===== src/rtl/mlp_pkg.sv =====
// Shared state encoding and default sizes for the MLP stream bridge.
package mlp_pkg;

  localparam int unsigned WORD_SIZE_DEF = 8;
  localparam int unsigned N_DEF         = 2;

  typedef enum logic [1:0] {
    COLLECT = 2'd0,
    LAUNCH  = 2'd1,
    WAIT    = 2'd2,
    DRAIN   = 2'd3
  } bridge_state_t;

endpackage


===== src/rtl/mlp_stream_bridge_argmax.sv =====
// Combinational comparator chain selecting the largest unsigned word (lowest index on ties).
module mlp_argmax
  import mlp_pkg::*;
#(
  parameter int unsigned WORD_SIZE = WORD_SIZE_DEF,
  parameter int unsigned N         = N_DEF
) (
  input  logic [N*WORD_SIZE-1:0]  words,
  output logic [$clog2(N)-1:0]    idx
);

  logic [WORD_SIZE-1:0] best;

  // Strict compare keeps the earlier index when words are equal.
  always_comb begin
    best = words[WORD_SIZE-1:0];
    idx  = '0;
    for (int unsigned i = 1; i < N; i++) begin
      if (words[i*WORD_SIZE +: WORD_SIZE] > best) begin
        best = words[i*WORD_SIZE +: WORD_SIZE];
        idx  = ($clog2(N))'(i);
      end
    end
  end

endmodule


===== src/rtl/mlp_stream_bridge.sv =====
// Stream-to-parallel bridge around an MLP core: collect N words, launch, wait, drain N results.
// Optional m_argmax output is enabled with macro MLP_BRIDGE_ARGMAX_EN.
module mlp_stream_bridge
  import mlp_pkg::*;
#(
  parameter int unsigned WORD_SIZE      = WORD_SIZE_DEF,
  parameter int unsigned N              = N_DEF,
  parameter int unsigned TIMEOUT_CYCLES = 1024
) (
  input  logic                     clk,
  input  logic                     n_rst,
  input  logic                     s_valid,
  output logic                     s_ready,
  input  logic [WORD_SIZE-1:0]     s_data,
  output logic                     mlp_init,
  output logic [N*WORD_SIZE-1:0]   mlp_inputs,
  input  logic                     mlp_ready,
  input  logic [N*WORD_SIZE-1:0]   mlp_outputs,
  output logic                     m_valid,
  input  logic                     m_ready,
  output logic [WORD_SIZE-1:0]     m_data,
  output logic                     m_last,
  output logic                     timeout_err,
  output logic                     busy
`ifdef MLP_BRIDGE_ARGMAX_EN
  ,
  output logic [$clog2(N)-1:0]     m_argmax
`endif
);

  localparam int unsigned IW = $clog2(N);
  localparam int unsigned CW = $clog2(TIMEOUT_CYCLES);
  localparam logic [IW-1:0] LAST_IDX = IW'(N - 1);
  localparam logic [CW-1:0] CNT_MAX  = CW'(TIMEOUT_CYCLES - 1);

  bridge_state_t          state;
  logic [IW-1:0]          idx;
  logic [CW-1:0]          cnt;
  logic [N*WORD_SIZE-1:0] inputs_q;
  logic [N*WORD_SIZE-1:0] result_q;
  logic                   live;
  logic                   in_beat;

  // live holds s_ready low while in reset and rises on the first clock after release.
  assign in_beat = (state == COLLECT) && live && s_valid;

  always_ff @(posedge clk or negedge n_rst) begin
    if (!n_rst) begin
      state    <= COLLECT;
      idx      <= '0;
      cnt      <= '0;
      inputs_q <= '0;
      result_q <= '0;
      live     <= 1'b0;
    end else begin
      live <= 1'b1;
      case (state)
        COLLECT: begin
          if (in_beat) begin
            inputs_q[idx*WORD_SIZE +: WORD_SIZE] <= s_data;
            if (idx == LAST_IDX) begin
              idx   <= '0;
              state <= LAUNCH;
            end else begin
              idx <= idx + 1'b1;
            end
          end
        end
        LAUNCH: begin
          cnt   <= '0;
          state <= WAIT;
        end
        WAIT: begin
          if (mlp_ready) begin
            result_q <= mlp_outputs;
            state    <= DRAIN;
          end else if (cnt == CNT_MAX) begin
            state <= COLLECT;
          end else begin
            cnt <= cnt + 1'b1;
          end
        end
        DRAIN: begin
          if (m_ready) begin
            if (idx == LAST_IDX) begin
              idx   <= '0;
              state <= COLLECT;
            end else begin
              idx <= idx + 1'b1;
            end
          end
        end
        default: state <= COLLECT;
      endcase
    end
  end

  assign s_ready    = (state == COLLECT) && live;
  assign mlp_init   = (state == LAUNCH);
  assign mlp_inputs = inputs_q;
  assign m_valid    = (state == DRAIN);
  assign m_data     = m_valid ? result_q[idx*WORD_SIZE +: WORD_SIZE] : '0;
  assign m_last     = m_valid && (idx == LAST_IDX);
  assign busy       = (state != COLLECT);
  // Decoded in the final WAIT cycle itself so a same-cycle mlp_ready can suppress it.
  assign timeout_err = (state == WAIT) && (cnt == CNT_MAX) && !mlp_ready;

`ifdef MLP_BRIDGE_ARGMAX_EN
  logic [IW-1:0] argmax_next;
  logic [IW-1:0] argmax_q;

  mlp_argmax #(
    .WORD_SIZE(WORD_SIZE),
    .N        (N)
  ) u_argmax (
    .words(mlp_outputs),
    .idx  (argmax_next)
  );

  always_ff @(posedge clk or negedge n_rst) begin
    if (!n_rst) begin
      argmax_q <= '0;
    end else if ((state == WAIT) && mlp_ready) begin
      argmax_q <= argmax_next;
    end
  end

  assign m_argmax = argmax_q;
`endif

endmodule


===== config.mk =====
export PLATFORM = sky130hd
export DESIGN_NAME = mlp_stream_bridge
export DESIGN_NICKNAME = d
export VERILOG_FILES = /design/src/rtl/mlp_pkg.sv /design/src/rtl/mlp_stream_bridge_argmax.sv /design/src/rtl/mlp_stream_bridge.sv
export SDC_FILE = /design/constraint.sdc
export NUM_CORES = 1
export LEC_CHECK = 0
export BUFFER_PORTS_ARGS = -buffer_cell sky130_fd_sc_hd__buf_2
export CAP_MARGIN = 20
export CORE_UTILIZATION = 42
export DETAILED_ROUTE_END_ITERATION = 8
export PLACE_DENSITY = 0.7
export SLEW_MARGIN = 20
export SYNTH_ARGS = -nofsm -noshare
export SYNTH_HDL_FRONTEND = slang
export SYNTH_HIERARCHICAL = 1
export SYNTH_SLANG_ARGS = --single-unit

===== constraint.sdc =====
create_clock -name clk -period 5 [get_ports clk]
set_clock_uncertainty 0.05 [all_clocks]
set_input_delay 0.25 -clock clk [delete_from_list [all_inputs] [get_ports clk]]
set_output_delay 0.25 -clock clk [all_outputs]
set_load 0.02 [all_outputs]

==> metrics.md, run 1 <==
| Metric | Value |
|---|---|
| Yosys warns | 6 |
| Fmax | 435 MHz |
| Root buffer cell | clkbuf_8 |
| Worst-Margin Slew | 790 ps |
| Core Footprint | 5070 um2 |
| Antenna viol nets, final | 0 |
| Crit path max fanout | 19 |
| Sequential area share after synthesis | 52.2% |
| Total CTS buffers | 5 |
| Post-synth EDFFs | 0 |
| Seq cells post-synth | 46 |
| Final hold vios | 0 |
| Ports | 59 |
| Post-Syn Nets | 210 |
| Crit end category | flop |
| CP delay by family, top | compound AO/OA/AOI/OAI gates |
| Starting DRT DRC Count | 66 |
| MaxCap Viol Count | 0 |
| Largest net degree at the start of global routing | 47 |
| CP max stage delay | 630 ps |
| Die area | 5540 um2 |
| Final setup fails | 0 |
| GP Congestion | 0.723 |
| Avg Cell Area, Syn | 12.6 um2 |
| Async set-reset flop share out of synthesis | 100% |
| Post-Place Cells | 297 |
| Die Y | 74.5 um |
| CTS tree | done |
| Total grt overflow | 0 |
| Rows | 26 |
| Status | finished clean |
| Setup CP Type | reg -> reg |
| P per Cell Area | 567 nW/um2 |
| Top FF cell, synth | dfrtp_1 |
| Tmin final | 2300 ps |
| Synthesized cell area | 2200 um2 |
| Worst-path clk slew | 80 ps |
| Router iterations before antenna repair | 4 |
| Via-per-instance ratio | 5.11 |
| CP arrival | 2420 ps |
| Antenna cells | 0 |
| Startpoint types | flop |
| RSZ-0062 raised after global routing | no |
| Starting Density | 43.4% |
| FILL cells | 463 |
| Initial antenna violation count | 0 |
| Vias in the first global route | 1342 |
| Synth Instances | 175 |
| Slowest-stage cell, CP | nand2_1 |
| Path type of the worst min-delay path | in -> reg |
| # port buffers | 58 |
| Max Root-Sink Buffers | 2 |
| Die Wd | 74.5 um |
| Fin crit share | 46.0% |
| Layout Nets | 270 |
| Clock Latency Late Sink | 290 ps |
| WP data required | 5130 ps |
| Commonest non-fill, non-tap cells in the layout | 57 x buf_2, 46 x dfrtp_1, 31 x mux2_2 |
| DRC viols | 0 |
| TNS Setup | 0 ps |
| FF+latch area | 1150 um2 |
| VDD IR max | 0.000228 V |
| Hold_ws | 139 ps |
| Commonest non-fill, non-tap cell in the layout | buf_2 |
| H-tree levels | 2 |
| First-pass GRT wire length | 6220 um |
| Multi-input logic area | 1020 um2 |
| Post-DP HPWL | 2890 um |
| GR Util All Layers | 15.0% |
| Buf/Inv on CP | 1 |
| Layout cell share with drive strength beyond 1 | 43.0% |
| Critical path, cell by cell | inv_1 -> ha_1 -> nand2_1 -> o211ai_2 -> a211o_1 |
| LEAKAGE | 1.33 nW |
| Slew headroom | 47.2% |
| Slew Limit Fails | 0 |
| Final non-filler cell total | 305 |
| Total Wirelength | 4060 um |
| Area grow syn2layout | 21.7% |
| Reg2reg setup slack | 2700 ps |
| Setup bufs post-CTS | 0 |
| Post-synth cell types | 42 |
| CTS Sinks | 46 |
| Total number of vias | 1558 |
| Wire per inst | 13.3 um |
| Post-CTS Resized | 0 |
## worst register-to-register path, stage by stage (launching register included)
cell,delay [ps]
dfrtp_1,400
inv_1,100
ha_1,310
nand2_1,630
o211ai_2,340
a211o_1,350
## path summary, 6_finish.rpt
kind	to	depth (start not counted)	start
worst max-delay path	cnt[6]	5	state[0]
worst min-delay path	result_q[1]	2	mlp_outputs[1]
worst max register to register	cnt[6]	5	state[0]
worst min register to register	mlp_inputs[9]	1	mlp_inputs[9]
max in group asynchronous	mlp_inputs[3]	2	n_rst
min in group asynchronous	mlp_inputs[9]	2	n_rst
## area by class of cell
class,count,area share (%)
clock inverters,1,1.12
repair buffers,59,11.3
clock buffers,6,3.08
well taps,70,3.26
flip-flops and latches,46,42.9
multi-input cells,120,37.9
inverters,3,0.420
## flip-flops by register name, indices dropped and copies added (netlist names)
signal      count
idx             1
result_q       16
cnt            10
state           2
live            1
mlp_inputs     16
## synthesized netlist by cell type, types with 2 or more instances
library cell,instances,share of area [%]
o211ai_1,2,0.68
a21o_1,3,1.0
or2_1,2,0.57
o31ai_1,2,0.68
a21oi_1,4,0.91
nor2_1,3,0.51
nand3b_1,2,0.68
nor2b_1,9,2.6
nand2_1,9,1.5
nand3_1,4,0.91
buf_2,2,0.45
dfrtp_1,46,52
inv_1,3,0.51
mux2_2,31,16
a31oi_1,3,0.85
a211o_1,2,0.79
nor3_1,2,0.45
clkbuf_1,4,0.68
and2_1,2,0.57
and3_1,2,0.57
mux2i_1,10,4.5
ha_1,6,3.4
o21ai_0,3,0.68
## routing by layer
metal  global-route usage [%]  vias up  routed length (um)
met5                        0        -                   0
met4                     5.03        0                  17
met3                     4.47        2                 216
met2                     23.0       46                1930
met1                     20.2      755                1900
li1                         -      755                   -
## metrics by stage
stage,total power (W),instance area (um2),worst slack [ps],utilization [%]
after global placement,0.00124,2560,2770,50.4
final,0.00152,2680,2700,52.9
after floorplan,0.00108,2200,3080,-
after CTS,0.00154,2670,2700,52.6
after global routing,0.00163,2680,2580,52.9
after detailed placement,0.00126,2560,2730,50.4
## cell families (layout without fill, tap and decap cells)
family | Yosys count | count (layout) | synth area share (%)
other | 1 | 1 | 0.170
DFF | 46 | 46 | 52.2
buffers and inverters | 9 | 69 | 1.65
xor gates and xnor gates | 1 | 1 | 0.397
and+or+nand+nor | 42 | 42 | 11.0
adders and majority gates | 6 | 6 | 3.41
AOI/OAI and AO/OA | 28 | 28 | 10.3
muxes | 42 | 42 | 20.9
## repair_timing
item                                   CTS  global route
endpoints found under the hold margin    0            46
setup endpoints to repair                0             0
hold buffers                             0             1
## report_power, final
group	switching (W)	internal, W	leakage (nW)
Clock	0.000116	0.000160	0.0573
Combinational	0.000343	0.000293	0.702
Sequential	0.0000934	0.000518	0.571
Total	0.000552	0.000970	1.33
No activity file was read; power rests on OpenSTA's default activity.
==> run 2, diff against run 1 <==
PLACE_DENSITY = 0.73   (was 0.7)
clock period = 1.85 ns   (was 5 ns; I/O delays follow)
==> metrics.md, run 2 (same netlist as run 1, synthesis figures left out) <==
| Metric | Value |
|---|---|
| Status | finished clean |
| CP delay by family, top | compound AO/OA/AOI/OAI gates |
| Total number of vias | 1730 (+11%) |
| Slew Limit Fails | 0 (unchanged) |
| H-tree levels | 2 (unchanged) |
| Vias in the first global route | 1635 (+22%) |
| Final hold vios | 0 (unchanged) |
| MaxCap Viol Count | 0 (unchanged) |
| GR Util All Layers | 17.9% (+2.9 points) |
| CP max stage delay | 440 ps (-190 ps) |
| Ports | 59 (unchanged) |
| Commonest non-fill, non-tap cell in the layout | buf_2 |
| CP arrival | 1920 ps (-500 ps) |
| Clock power share | 17.1% (-1.0 points) |
| Starting DRT DRC Count | 32 (-52%) |
| Psw | 0.00157 W (+180%) |
| Clock Latency Late Sink | 300 ps (about the same) |
| Gate power share | 45.7% (+4.0 points) |
| Worst Hold Path EP | state[0] |
| DRC viols | 0 (unchanged) |
| Startpoint types | flop |
| Largest net degree at the start of global routing | 30 (-36%) |
| Die area | 5540 um2 (unchanged) |
| Starting Density | 43.4% (unchanged) |
| Total Power | 0.00429 W (+180%) |
| Layout cell share with drive strength beyond 1 | 43.4% (+0.45 points) |
| Total Wirelength | 4800 um (+18%) |
| Hold Path Cell Cnt | 3 (+1) |
| RSZ-0062 raised after global routing | no |
| Buf/Inv on CP | 0 (-1) |
| Critical path, cell by cell | ha_2 -> nand3_4 -> o311a_4 -> and3_1 -> a211o_1 |
| Post-Place Cells | 309 (+4.0%) |
| Post-layout util | 60.4% (+7.5 points) |
| Reg2reg setup slack | 60 ps (-2640 ps) |
| First-pass GRT wire length | 7350 um (+18%) |
| Area grow syn2layout | 39.0% |
| Slew headroom | 57.2% (+9.9 points) |
| Rows | 26 (unchanged) |
| Router iterations before antenna repair | 4 (unchanged) |
| Max Root-Sink Buffers | 2 (unchanged) |
| Die Y | 74.5 um (unchanged) |
| Worst r2r dst | cnt[9] |
| Antenna cells | 0 (unchanged) |
| Hold Startpoint | mlp_ready |
| Final non-filler cell total | 344 (+13%) |
| Fmax | 558 MHz (+28%) |
| Core Footprint | 5070 um2 (unchanged) |
| VDD IR max | 0.000740 V (+220%) |
| Worst-Margin Slew | 642 ps (-147 ps) |
| Crit end category | flop |
| Fin crit share | 96.8% (+51 points) |
| Post-DP HPWL | 3220 um (+11%) |
| LEAKAGE | 1.50 nW (+13%) |
| Sw Share | 36.6% (+0.32 points) |
| Total grt overflow | 0 (unchanged) |
| Slowest-stage cell, CP | o311a_4 |
| Initial antenna violation count | 0 (unchanged) |
| TNS Setup | 0 ps (unchanged) |
| Hold_ws | 79.6 ps (-59.0 ps) |
| Worst R2R Start | cnt[1] |
| Layout Nets | 308 (+14%) |
| Commonest non-fill, non-tap cells in the layout | 58 x buf_2, 46 x dfrtp_1, 31 x mux2_2 |
| Antenna viol nets, final | 0 (unchanged) |
| GP Congestion | 0.854 (+18%) |
| Register share of total power | 37.2% (-3.0 points) |
| Die Wd | 74.5 um (unchanged) |
| P_int | 0.00272 W (+180%) |
| Crit path max fanout | 8 (-11) |
| Path type of the worst min-delay path | in -> reg |
| P per Cell Area | 1400 nW/um2 (+150%) |
| Root buffer cell | clkbuf_8 |
| Final setup fails | 0 (unchanged) |
| Worst-path clk slew | 90 ps (about the same) |
| R2R depth | 5 (unchanged) |
| Wire per inst | 14.0 um (+4.8%) |
| CTS tree | done |
| WP data required | 1980 ps (-3150 ps) |
| Via-per-instance ratio | 5.03 (-1.5%) |
| Setup CP Type | reg -> reg |
| CTS Sinks | 46 (unchanged) |
| Total CTS buffers | 5 (unchanged) |
| Tmin final | 1790 ps (-507 ps) |
| # port buffers | 58 (unchanged) |
[run 2: area by class of cell]
class,count,area (um2)
flip-flops and latches,46,1150
clock inverters,1,30.0
clock buffers,7,76.3
multi-input cells,120,1050
fillers,415,2010
inverters,3,11.3
well taps,70,87.6
repair buffers,97,658
[run 2: worst max-delay path by stage]
stage / start / end / slack, ps / cells past startpoint
3_5_place_dp: cnt[1] / cnt[6] / 30 / 5
4_1_cts: cnt[1] / cnt[2] / 30 / 5
5_1_grt: cnt[1] / cnt[9] / 6 / 5
6_report: cnt[1] / cnt[9] / 60 / 5
3_3_place_gp: cnt[1] / cnt[6] / 110 / 5
2_1_floorplan: state[0] / result_q[10] / 20 / 6
[run 2: repair_timing]
item	in CTS	in global routing
hold endpoints to repair	58	0
endpoints found under the setup margin	0	16
gates resized for setup	0	6
hold buffers	25	0
setup buffers	0	2
[run 2: per-stage QoR]
step	area, um2	setup slack [ps]
2_1_floorplan	2210	20.4
6_report	3070	59.3
3_3_place_gp	2670	106
4_1_cts	3020	32.8
5_1_grt	3070	5.81
3_5_place_dp	2670	28.1
[run 2: metal layers]
layer	vias up	global-route usage (%)	share of wire [%]	wire, um
met4	0	8.18	1.6	79
met2	52	30.6	50	2390
met1	834	21.5	45	2140
met5	-	0	0	0
met3	8	3.93	3.9	189
li1	836	-	-	-
[run 2: power by group through the flow]
stage	sequential [W]	combinational [W]	clock (W)
finish	0.00160	0.00196	0.000733
global route	0.00165	0.00215	0.000791
CTS	0.00159	0.00194	0.000751
detailed placement	0.00162	0.00189	0
global placement	0.00160	0.00185	0
floorplan	0.00180	0.00111	0
[run 2: tightest hold or removal path: stages]
cell and delay, ps:
buf_2 110, a21oi_1 60, mux2i_1 120
